$ cat config.mk
export PLATFORM = sky130hd
export DESIGN_NAME = uart_rx_oversample
export DESIGN_NICKNAME = d
export VERILOG_FILES = /design/src/rtl/uart_pkg.sv /design/src/rtl/uart_baud_tick_gen.sv /design/src/rtl/uart_rx_oversample.sv
export SDC_FILE = /design/constraint.sdc
export NUM_CORES = 1
export LEC_CHECK = 0
export ABC_AREA = 1
export CORE_MARGIN = 1.5
export CORE_UTILIZATION = 40
export DETAILED_ROUTE_END_ITERATION = 10
export GPL_ROUTABILITY_DRIVEN = 0
export MAX_ROUTING_LAYER = met4
export SLEW_MARGIN = 20
export SYNTH_ARGS = -nofsm -noshare
export SYNTH_HDL_FRONTEND = slang
export SYNTH_SLANG_ARGS = --single-unit
$ cat constraint.sdc
create_clock -name sys_clk -period 5.8 [get_ports sys_clk]
set_clock_uncertainty 0.05 [all_clocks]
set_input_delay 0.58 -clock sys_clk [delete_from_list [all_inputs] [get_ports sys_clk]]
set_output_delay 0.58 -clock sys_clk [all_outputs]
set_load 0.02 [all_outputs]
$ cat src/rtl/uart_pkg.sv
// Shared UART definitions: receiver state codes, baud_select encodings and the
// sample-tick divisor calculation.
package uart_pkg;

  localparam int unsigned DEFAULT_OVERSAMPLE = 16;

  localparam logic [1:0] BAUD_1200  = 2'b00;
  localparam logic [1:0] BAUD_2400  = 2'b01;
  localparam logic [1:0] BAUD_9600  = 2'b10;
  localparam logic [1:0] BAUD_19200 = 2'b11;

  typedef logic [2:0] rx_state_t;

  localparam rx_state_t ST_IDLE      = 3'd0;
  localparam rx_state_t ST_START     = 3'd1;
  localparam rx_state_t ST_DATA      = 3'd2;
  localparam rx_state_t ST_PARITY    = 3'd3;
  localparam rx_state_t ST_STOP      = 3'd4;
  localparam rx_state_t ST_WAIT_IDLE = 3'd5;

  function automatic int unsigned baud_rate(input logic [1:0] sel);
    int unsigned rate;
    case (sel)
      BAUD_1200: rate = 1200;
      BAUD_2400: rate = 2400;
      BAUD_9600: rate = 9600;
      default:   rate = 19200;
    endcase
    return rate;
  endfunction

  // Rounded-to-nearest clock cycles per sample tick.
  function automatic int unsigned baud_div(input int unsigned clk_hz,
                                           input int unsigned oversample,
                                           input logic [1:0]  sel);
    int unsigned den;
    den = baud_rate(sel) * oversample;
    return (clk_hz + den / 2) / den;
  endfunction

endpackage

$ cat src/rtl/uart_baud_tick_gen.sv
// Sample-tick generator: one-cycle tick every baud_div() clocks, phase reset by clear.
// Shared by the UART receiver and transmitter.
module uart_baud_tick_gen import uart_pkg::*; #(
  parameter int unsigned CLK_HZ     = 50000000,
  parameter int unsigned OVERSAMPLE = DEFAULT_OVERSAMPLE
) (
  input  logic       sys_clk,
  input  logic       reset,
  input  logic [1:0] baud_select,
  input  logic       clear,
  output logic       tick
);

  localparam int unsigned Div1200  = baud_div(CLK_HZ, OVERSAMPLE, BAUD_1200);
  localparam int unsigned Div2400  = baud_div(CLK_HZ, OVERSAMPLE, BAUD_2400);
  localparam int unsigned Div9600  = baud_div(CLK_HZ, OVERSAMPLE, BAUD_9600);
  localparam int unsigned Div19200 = baud_div(CLK_HZ, OVERSAMPLE, BAUD_19200);
  localparam int unsigned CntW     = (Div1200 > 1) ? $clog2(Div1200) : 1;

  logic [CntW-1:0] cnt_q, cnt_d, last_cnt;

  always_comb begin
    unique case (baud_select)
      BAUD_1200: last_cnt = CntW'(Div1200 - 1);
      BAUD_2400: last_cnt = CntW'(Div2400 - 1);
      BAUD_9600: last_cnt = CntW'(Div9600 - 1);
      default:   last_cnt = CntW'(Div19200 - 1);
    endcase
  end

  // >= keeps the counter bounded if the divisor shrinks while running.
  always_comb begin
    cnt_d = cnt_q + CntW'(1);
    tick  = 1'b0;
    if (clear) begin
      cnt_d = '0;
    end else if (cnt_q >= last_cnt) begin
      cnt_d = '0;
      tick  = 1'b1;
    end
  end

  always_ff @(posedge sys_clk) begin
    if (!reset) begin
      cnt_q <= '0;
    end else begin
      cnt_q <= cnt_d;
    end
  end

endmodule

$ cat src/rtl/uart_rx_oversample.sv
// Oversampling UART receiver: 8 data bits LSB first, parity, one stop bit; each bit is
// the 2-of-3 vote of the samples around its middle.
module uart_rx_oversample import uart_pkg::*; #(
  parameter int unsigned CLK_HZ     = 50000000,
  parameter int unsigned OVERSAMPLE = DEFAULT_OVERSAMPLE
) (
  input  logic       sys_clk,
  input  logic       reset,
  input  logic [1:0] baud_select,
  input  logic       parity_type,
  input  logic       rx_in,
  output logic [7:0] rx_data_out,
  output logic       rx_data_ready,
  output logic       rx_busy,
  output logic       parity_error,
  output logic       framing_error
);

  localparam int unsigned     CntW     = $clog2(OVERSAMPLE + 1);
  localparam logic [CntW-1:0] TickLo   = CntW'(OVERSAMPLE / 2 - 1);
  localparam logic [CntW-1:0] TickMid  = CntW'(OVERSAMPLE / 2);
  localparam logic [CntW-1:0] TickHi   = CntW'(OVERSAMPLE / 2 + 1);
  localparam logic [CntW-1:0] TickLast = CntW'(OVERSAMPLE);

  logic            rx_s1_q, rx_s2_q, rx_prev_q;
  rx_state_t       state_q, state_d;
  logic [1:0]      baud_q, baud_d;
  logic            parity_type_q, parity_type_d;
  logic [CntW-1:0] smp_cnt_q, smp_cnt_d, tick_num;
  logic [1:0]      votes_q, votes_d;
  logic [2:0]      bit_idx_q, bit_idx_d;
  logic [7:0]      shift_q, shift_d;
  logic            par_rx_q, par_rx_d;
  logic [7:0]      data_q, data_d;
  logic            ready_q, ready_d;
  logic            busy_q, busy_d;
  logic            perr_q, perr_d;
  logic            ferr_q, ferr_d;
  logic            tick, clear, fall, bit_val, at_sample, at_end, in_frame;

  uart_baud_tick_gen #(
    .CLK_HZ     (CLK_HZ),
    .OVERSAMPLE (OVERSAMPLE)
  ) u_tick_gen (
    .sys_clk     (sys_clk),
    .reset       (reset),
    .baud_select (baud_q),
    .clear       (clear),
    .tick        (tick)
  );

  assign fall      = rx_prev_q & ~rx_s2_q;
  assign tick_num  = smp_cnt_q + CntW'(1);
  assign at_sample = tick && (tick_num == TickHi);
  assign at_end    = tick && (tick_num == TickLast);
  assign in_frame  = (state_q != ST_IDLE) && (state_q != ST_WAIT_IDLE);
  // The third vote is the live sample taken at the decision tick.
  assign bit_val   = (votes_q[0] & votes_q[1]) | (votes_q[0] & rx_s2_q) |
                     (votes_q[1] & rx_s2_q);

  always_comb begin
    state_d       = state_q;
    baud_d        = baud_q;
    parity_type_d = parity_type_q;
    smp_cnt_d     = smp_cnt_q;
    votes_d       = votes_q;
    bit_idx_d     = bit_idx_q;
    shift_d       = shift_q;
    par_rx_d      = par_rx_q;
    data_d        = data_q;
    ready_d       = 1'b0;
    busy_d        = busy_q;
    perr_d        = perr_q;
    ferr_d        = ferr_q;
    clear         = 1'b0;

    if (tick && in_frame) begin
      smp_cnt_d = at_end ? '0 : tick_num;
      if (tick_num == TickLo)  votes_d[0] = rx_s2_q;
      if (tick_num == TickMid) votes_d[1] = rx_s2_q;
    end

    case (state_q)
      ST_IDLE: begin
        if (fall) begin
          clear         = 1'b1;
          smp_cnt_d     = '0;
          baud_d        = baud_select;
          parity_type_d = parity_type;
          state_d       = ST_START;
        end
      end
      ST_START: begin
        // A start bit that votes high was a glitch: drop it without touching outputs.
        if (at_sample) begin
          if (!bit_val) busy_d = 1'b1;
          else          state_d = ST_IDLE;
        end else if (at_end) begin
          bit_idx_d = '0;
          state_d   = ST_DATA;
        end
      end
      ST_DATA: begin
        if (at_sample) begin
          shift_d = {bit_val, shift_q[7:1]};
        end else if (at_end) begin
          bit_idx_d = bit_idx_q + 3'd1;
          if (bit_idx_q == 3'd7) state_d = ST_PARITY;
        end
      end
      ST_PARITY: begin
        if (at_sample)   par_rx_d = bit_val;
        else if (at_end) state_d  = ST_STOP;
      end
      ST_STOP: begin
        if (at_sample) begin
          data_d  = shift_q;
          perr_d  = par_rx_q ^ (^shift_q) ^ parity_type_q;
          ferr_d  = ~bit_val;
          ready_d = 1'b1;
          busy_d  = 1'b0;
          state_d = bit_val ? ST_IDLE : ST_WAIT_IDLE;
        end
      end
      ST_WAIT_IDLE: begin
        if (rx_s2_q) state_d = ST_IDLE;
      end
      default: state_d = ST_IDLE;
    endcase
  end

  always_ff @(posedge sys_clk) begin
    if (!reset) begin
      rx_s1_q       <= 1'b1;
      rx_s2_q       <= 1'b1;
      rx_prev_q     <= 1'b1;
      state_q       <= ST_IDLE;
      baud_q        <= '0;
      parity_type_q <= 1'b0;
      smp_cnt_q     <= '0;
      votes_q       <= '0;
      bit_idx_q     <= '0;
      shift_q       <= '0;
      par_rx_q      <= 1'b0;
      data_q        <= '0;
      ready_q       <= 1'b0;
      busy_q        <= 1'b0;
      perr_q        <= 1'b0;
      ferr_q        <= 1'b0;
    end else begin
      rx_s1_q       <= rx_in;
      rx_s2_q       <= rx_s1_q;
      rx_prev_q     <= rx_s2_q;
      state_q       <= state_d;
      baud_q        <= baud_d;
      parity_type_q <= parity_type_d;
      smp_cnt_q     <= smp_cnt_d;
      votes_q       <= votes_d;
      bit_idx_q     <= bit_idx_d;
      shift_q       <= shift_d;
      par_rx_q      <= par_rx_d;
      data_q        <= data_d;
      ready_q       <= ready_d;
      busy_q        <= busy_d;
      perr_q        <= perr_d;
      ferr_q        <= ferr_d;
    end
  end

  assign rx_data_out   = data_q;
  assign rx_data_ready = ready_q;
  assign rx_busy       = busy_q;
  assign parity_error  = perr_q;
  assign framing_error = ferr_q;

endmodule

## Yosys cells after proc, flatten, opt, wreduce, memory -nomap -nowiden

Cells that the tools add are included.

- $add $sub $neg: 3
- $lt $le $gt $ge: 1
- Equal/unequal tests: 27
- Mux-type cells: 32
- Bitwise gates (word level): 11
- Reduce and logical (&&, ||, !) cells: 21

Operators by type and width:

| cell | count |
|---|---|
| 3-bit two-way mux | 16 |
| 12-bit case mux with 3 select lines | 1 |
| 2-bit inequality test (second input constant) | 12 |
| 5-bit two-way mux | 4 |
| 3-bit case mux with 6 select lines | 1 |
| 2-bit AND reduction | 7 |
| 12-bit by 1-bit adder with 12-bit output (second input constant) | 1 |
| 12-bit >= comparator | 1 |
| 5-bit by 4-bit == test with 1-bit output (second input constant) | 2 |
| 10-bit AND reduction | 1 |
| 3-bit == test (second input constant) | 3 |
| 3-bit inequality test (second input constant) | 3 |
| 1-bit two-way mux | 8 |
| 8-bit parity | 1 |
| 3-bit by 2-bit == test with 1-bit output (second input constant) | 2 |
| 3-bit case mux with 2 select lines | 1 |
| 5-bit by 1-bit adder with 5-bit output (second input constant) | 1 |
| 5-bit by 3-bit == test with 1-bit output (second input constant) | 1 |
| 5-bit == test (second input constant) | 1 |
| 5-bit AND reduction | 1 |
| 1-bit bitwise AND | 4 |
| 1-bit logical AND | 4 |
| 4-bit AND reduction | 1 |
| 2-bit nonzero test | 2 |
| other kinds (12) | 16 |

- Register bits: 52
- Input bits: 6
- Output and inout bits: 12
- Word-level logic and storage cells: 113

## Logic depth before layout (Yosys ltp)

- Depth after elaboration: 10
- Mapped depth: 18
- Gate-level depth less buffers: 18

## By module

Synthesis repeated with hierarchy kept, for this count alone.

- Cell total of the unflattened synthesis: 385
- Area total of the unflattened synthesis: 2787.7 um^2

Modules (own cells, without submodules):

| module | instances | cells an instance | area each (um^2) | sequential area each (um^2) |
|---|---|---|---|---|
| uart_rx_oversample | 1 | 257 | 1873.0 | 800.8 |
| uart_baud_tick_gen | 1 | 128 | 914.6 | 240.2 |

## Worst setup path after synthesis

No wires, ideal clock.

- Path type: flip-flop to flip-flop
- Start point: register baud_q[0]
- End point: register votes_q[0]
- Setup time: 0.119 ns
- Arrival: 2.158 ns
- Required time: 5.631 ns
- Setup slack: 3.472 ns
- Stages on the path, launching flop included: 16
- Path buffers: 0
- Clock period less this slack: 2.328 ns
- Cells stage by stage: dfxtp_1 > inv_1 > ha_1 > inv_1 > ha_1 > nand2_1 > nor2_1 > nand2_1 > nor2_1 > nand2_1 > nand2_2 > nand3_2 > inv_1 > nand4_1 > o21ai_0 > a21oi_1

- Longest elaborated chain between the ends: 7
- Elaborated cells between the ends (all ways): 9
- Those cells by class: order compare (1); eq/ne (2); mux (3); reduce/logical (3)

Ends and longest elaborated chain:

| what | RTL line | text |
|---|---|---|
| start: declaration | uart_rx_oversample.sv:27 | `logic [1:0] baud_q, baud_d;` |
| start signal: assignment | uart_rx_oversample.sv:155 | `baud_q <= baud_d;` |
| 2-bit == test (tied with other cells) | uart_baud_tick_gen.sv:23 | `unique case (baud_select)` |
| 12-bit case mux with 3 select lines * | uart_baud_tick_gen.sv:23 |  |
| 12-bit >= comparator * | uart_baud_tick_gen.sv:37 | `end else if (cnt_q >= last_cnt) begin` |
| 1-bit two-way mux * | uart_baud_tick_gen.sv:37 |  |
| 1-bit two-way mux * | uart_baud_tick_gen.sv:35 | `if (clear) begin` |
| 1-bit logical AND * | uart_rx_oversample.sv:77 | `if (tick && in_frame) begin` |
| 2-bit AND reduction (no line) * | -- |  |
| end signal: assignment | uart_rx_oversample.sv:158 | `votes_q <= votes_d;` |
| end: declaration | uart_rx_oversample.sv:30 | `logic [1:0] votes_q, votes_d;` |

Every way passes the cells marked *; elsewhere a longest branch is shown, timed or not.
A chain may end at the register's enable or synchronous reset.

## Final worst setup path

- Start point: register baud_q[0]
- End point: register perr_q, in the netlist parity_error

- Longest elaborated chain between the ends: 7
- Elaborated cells between the ends (all ways): 9
- Those cells by class: order compare (1); eq/ne (2); mux (3); reduce/logical (3)

Ends and longest elaborated chain:

| what | RTL line | text |
|---|---|---|
| 2-bit == test (tied with other cells) | uart_baud_tick_gen.sv:23 |  |
| 12-bit case mux with 3 select lines * | uart_baud_tick_gen.sv:23 |  |
| 12-bit >= comparator * | uart_baud_tick_gen.sv:37 |  |
| 1-bit two-way mux * | uart_baud_tick_gen.sv:37 |  |
| 1-bit two-way mux * | uart_baud_tick_gen.sv:35 |  |
| 1-bit logical AND * | uart_rx_oversample.sv:54 | `assign at_sample = tick && (tick_num == TickHi);` |
| 2-bit AND reduction (no line) * | -- |  |
| end signal: assignment | uart_rx_oversample.sv:165 | `perr_q <= perr_d;` |
| end: declaration | uart_rx_oversample.sv:37 | `logic perr_q, perr_d;` |

Marked as above.

==> key figures <==
Global route
  – Global Route Usage Sum: 0.162
  – GRT overflow: 0
  – First-pass GRT wire length: a little under 10000 µm
  – Pin count of the biggest net entering global routing: 23
  – Initial antenna violation count: 0
  – Vias in the first global route: approximately 2200

STA
  – Final worst path period share: 0.459
  – Setup_tns: 0 ps
  – RSZ-0062 raised after global routing: no
  – Fin crit period: 2660 ps
  – Final Hold Vio Count: 0
  – Final setup fails: 0
  – Fmax achieved: roughly 0.38 GHz
  – Max-slew headroom: 0.493
  – Final slew viol count: 0
  – Slew of the pin with the lowest slew margin: 752 ps
  – Hold slack: 378 ps

Finish
  – Area grow syn2layout: 11.9%
  – Filler Cell Count: approximately 710
  – Number of diodes: 0
  – Nets: about 420
  – Share of layout cells above drive strength 1: 0.0853

Clocking
  – TritonCTS clock tree: yes
  – CTS Hold Bufs: 0
  – CTS Root Cell: clkbuf_8
  – Worst-path clk slew: 100 ps
  – Clock buffer depth: 2
  – # H-tree levels: 2
  – PostCTS Resize Cnt: 0
  – CTS buffer count: 5
  – Worst skew pair latency: approximately 300 ps
  – TritonCTS Sinks: 52
  – Postcts setup bufs: 0

Synthesis
  – FF+latch count, synth: 52
  – Warnings from Yosys: 0
  – Syn nets: approximately 400
  – Library cells used by synthesis: 36
  – Post-Syn Instances: about 370
  – Avg Inst Size Synth: between 7 and 8 µm²
  – Mapped Area: 2830 µm²
  – Sequential area share after synthesis: 0.368

Worst setup path
  – Slowest cell delay on critical path: ~370 ps
  – Worst EP arrival: between 2000 and 3000 ps
  – CP bufs+invs: 4
  – Flop-to-flop setup slack: about 3100 ps
  – Most used cell, CP: nand2_1
  – CP Launch Type: flop
  – Critical Path RT: 5960 ps
  – CP max stage cell: dfxtp_1
  – Crit-path max FO: 11
  – Crit end category: flop
  – Worst path cell trace: inv_1 > ha_1 > inv_1 > ha_1 > nand2_1 > nor2_1 > nand2_1 > nor2_1 > nand2_1 > nand2_2 > nand3_4 > inv_2 > nand2_2 > inv_2 > nand2_1 > o211a_1
  – CP top delay family: simple AND/OR/NAND/NOR gates
  – Crit path kind: flop to flop

Routing
  – Wire length per cell: between 10 and 15 µm
  – DR vias: 2324
  – First-pass DRT Iterations: 4
  – DR vias/cell: approximately 4.8
  – Post-DRT Antenna Nets: 0
  – 1st-iter DRT viols: 76
  – DRC: 0
  – Final WL: around 5400 µm

Floorplanning
  – CORE AREA: 6830 µm²
  – Number of placement rows: 30
  – Initial Utilization: 0.414
  – Die ar.: about 7600 µm²
  – I/O pin count: 18
  – Chip Width: between 80 and 90 µm
  – Die height: 87.1 µm

Placement
  – IO Port Bufs: 17
  – Final HPWL from detailed placement: 4210 µm

Flow run
  – Max Cap Viol: 0

Outcome
  – Status: completed

Power
  – Maximum VDD drop: 0.000127 V
  – PD cells: roughly 250 nW/µm²
  – Leak: 1.30 nW

Worst hold path
  – Hold Crit Class: flop to flop
-- logic make-up after synthesis --
logic type,after synthesis,share of synthesized area
buffers and inverters,54,0.0796
and+or+nand+nor,171,0.298
xor gates and xnor gates,14,0.0460
AOI/OAI and AO/OA,55,0.107
DFF,52,0.368
adders and majority gates,23,0.102
-- state kept, by name (all words and copies together) (netlist names), 2 cells and up --
name              flops
u_tick_gen.cnt_q     12
rx_data_out           8
shift_q               8
smp_cnt_q             5
bit_idx_q             3
state_q               3
baud_q                2
votes_q               2
-- final timing paths --
kind / start / cells past startpoint / endpoint
worst min-delay path: rx_s1_q$_SDFF_PN1_ / 1 / rx_s2_q$_SDFF_PN1_
worst max register to register: baud_q[0]$_SDFFE_PN0P_ / 16 / parity_error$_SDFFE_PN0P_
worst max-delay path: baud_q[0]$_SDFFE_PN0P_ / 16 / parity_error$_SDFFE_PN0P_
worst min register to register: rx_s1_q$_SDFF_PN1_ / 1 / rx_s2_q$_SDFF_PN1_
-- cell type report --
cell class	count	area [µm²]	share of cell area
inverter	47	176	0.0557
tap	96	120	0.0379
sequential	52	1040	0.329
clock inverter	3	26.3	0.00830
multi-input combinational	263	1560	0.494
clock buffer	5	68.8	0.0217
timing repair buffer	17	170	0.0538
-- placed cells by master, fill, tap and decap left out, types with 2 or more instances in the layout --
cell	n
inv_1	42
nor2_2	4
nor4_1	2
nand3_4	2
ha_1	23
a31oi_1	2
nor3b_1	3
nand2_2	4
a21oi_1	35
clkbuf_8	5
or2_2	2
xnor2_1	6
nand3_2	2
nand3_1	11
nor2_1	32
nand2_1	85
clkinv_4	2
nand4_1	11
nor3_1	6
clkdlybuf4s50_1	17
a211oi_1	5
inv_2	4
o21ai_0	9
nand2_4	2
xor2_1	7
dfxtp_1	52
-- per-layer routing --
metal / GRT usage / part of all wire / up-vias
met3: 0.0294 / 0.020 / 4
met2: 0.267 / 0.49 / 16
met1: 0.208 / 0.49 / 1070
met5: - / 0 / -
li1: - / - / 1234
met4: 0.0332 / 0.0076 / 0
-- power by group --
group | internal [mW] | switching (mW) | leakage (nW) | total, mW
Combinational | 0.0669 | 0.122 | 0.834 | 0.189
Sequential | 0.372 | 0.0177 | 0.421 | 0.390
Clock | 0.0883 | 0.127 | 0.0487 | 0.216
-- synthesized netlist by cell type (all sizes together) --
library cell   n  area (µm²)
nand2         91         367
dfxtp         52        1040
inv           46         173
nor2          38         176
a21oi         35         175
ha            23         288
nand3         15         110
nand4         12        90.1
o21ai         10        50.0
nor3           7        46.3
xnor2          7        68.8
xor2           7        61.3
a211oi         5        37.5
clkbuf         4        15.0
buf            3        33.8
nor3b          3        22.5
a31oi          2        12.5
nor4           2        12.5
or2            2        12.5
a32oi          1        8.76
and2           1        6.26
clkinv         1        3.75
o211a          1        10.0
o211ai         1        7.51
-- through the flow --
step | total power, mW | area, µm² | utilization | std cells | setup WS (ps)
finish | 0.795 | 3170 | 0.463 | 483 | 3140
global route | 0.850 | 3170 | 0.463 | 483 | 2820
CTS | 0.802 | 3170 | 0.463 | 483 | 3110
detailed placement | 0.586 | 3070 | 0.449 | 475 | 3130
global placement | 0.587 | 3070 | 0.449 | 475 | 3200
floorplan | 0.550 | 2830 | - | 369 | 3470
Power figures use the tool's default switching activity.
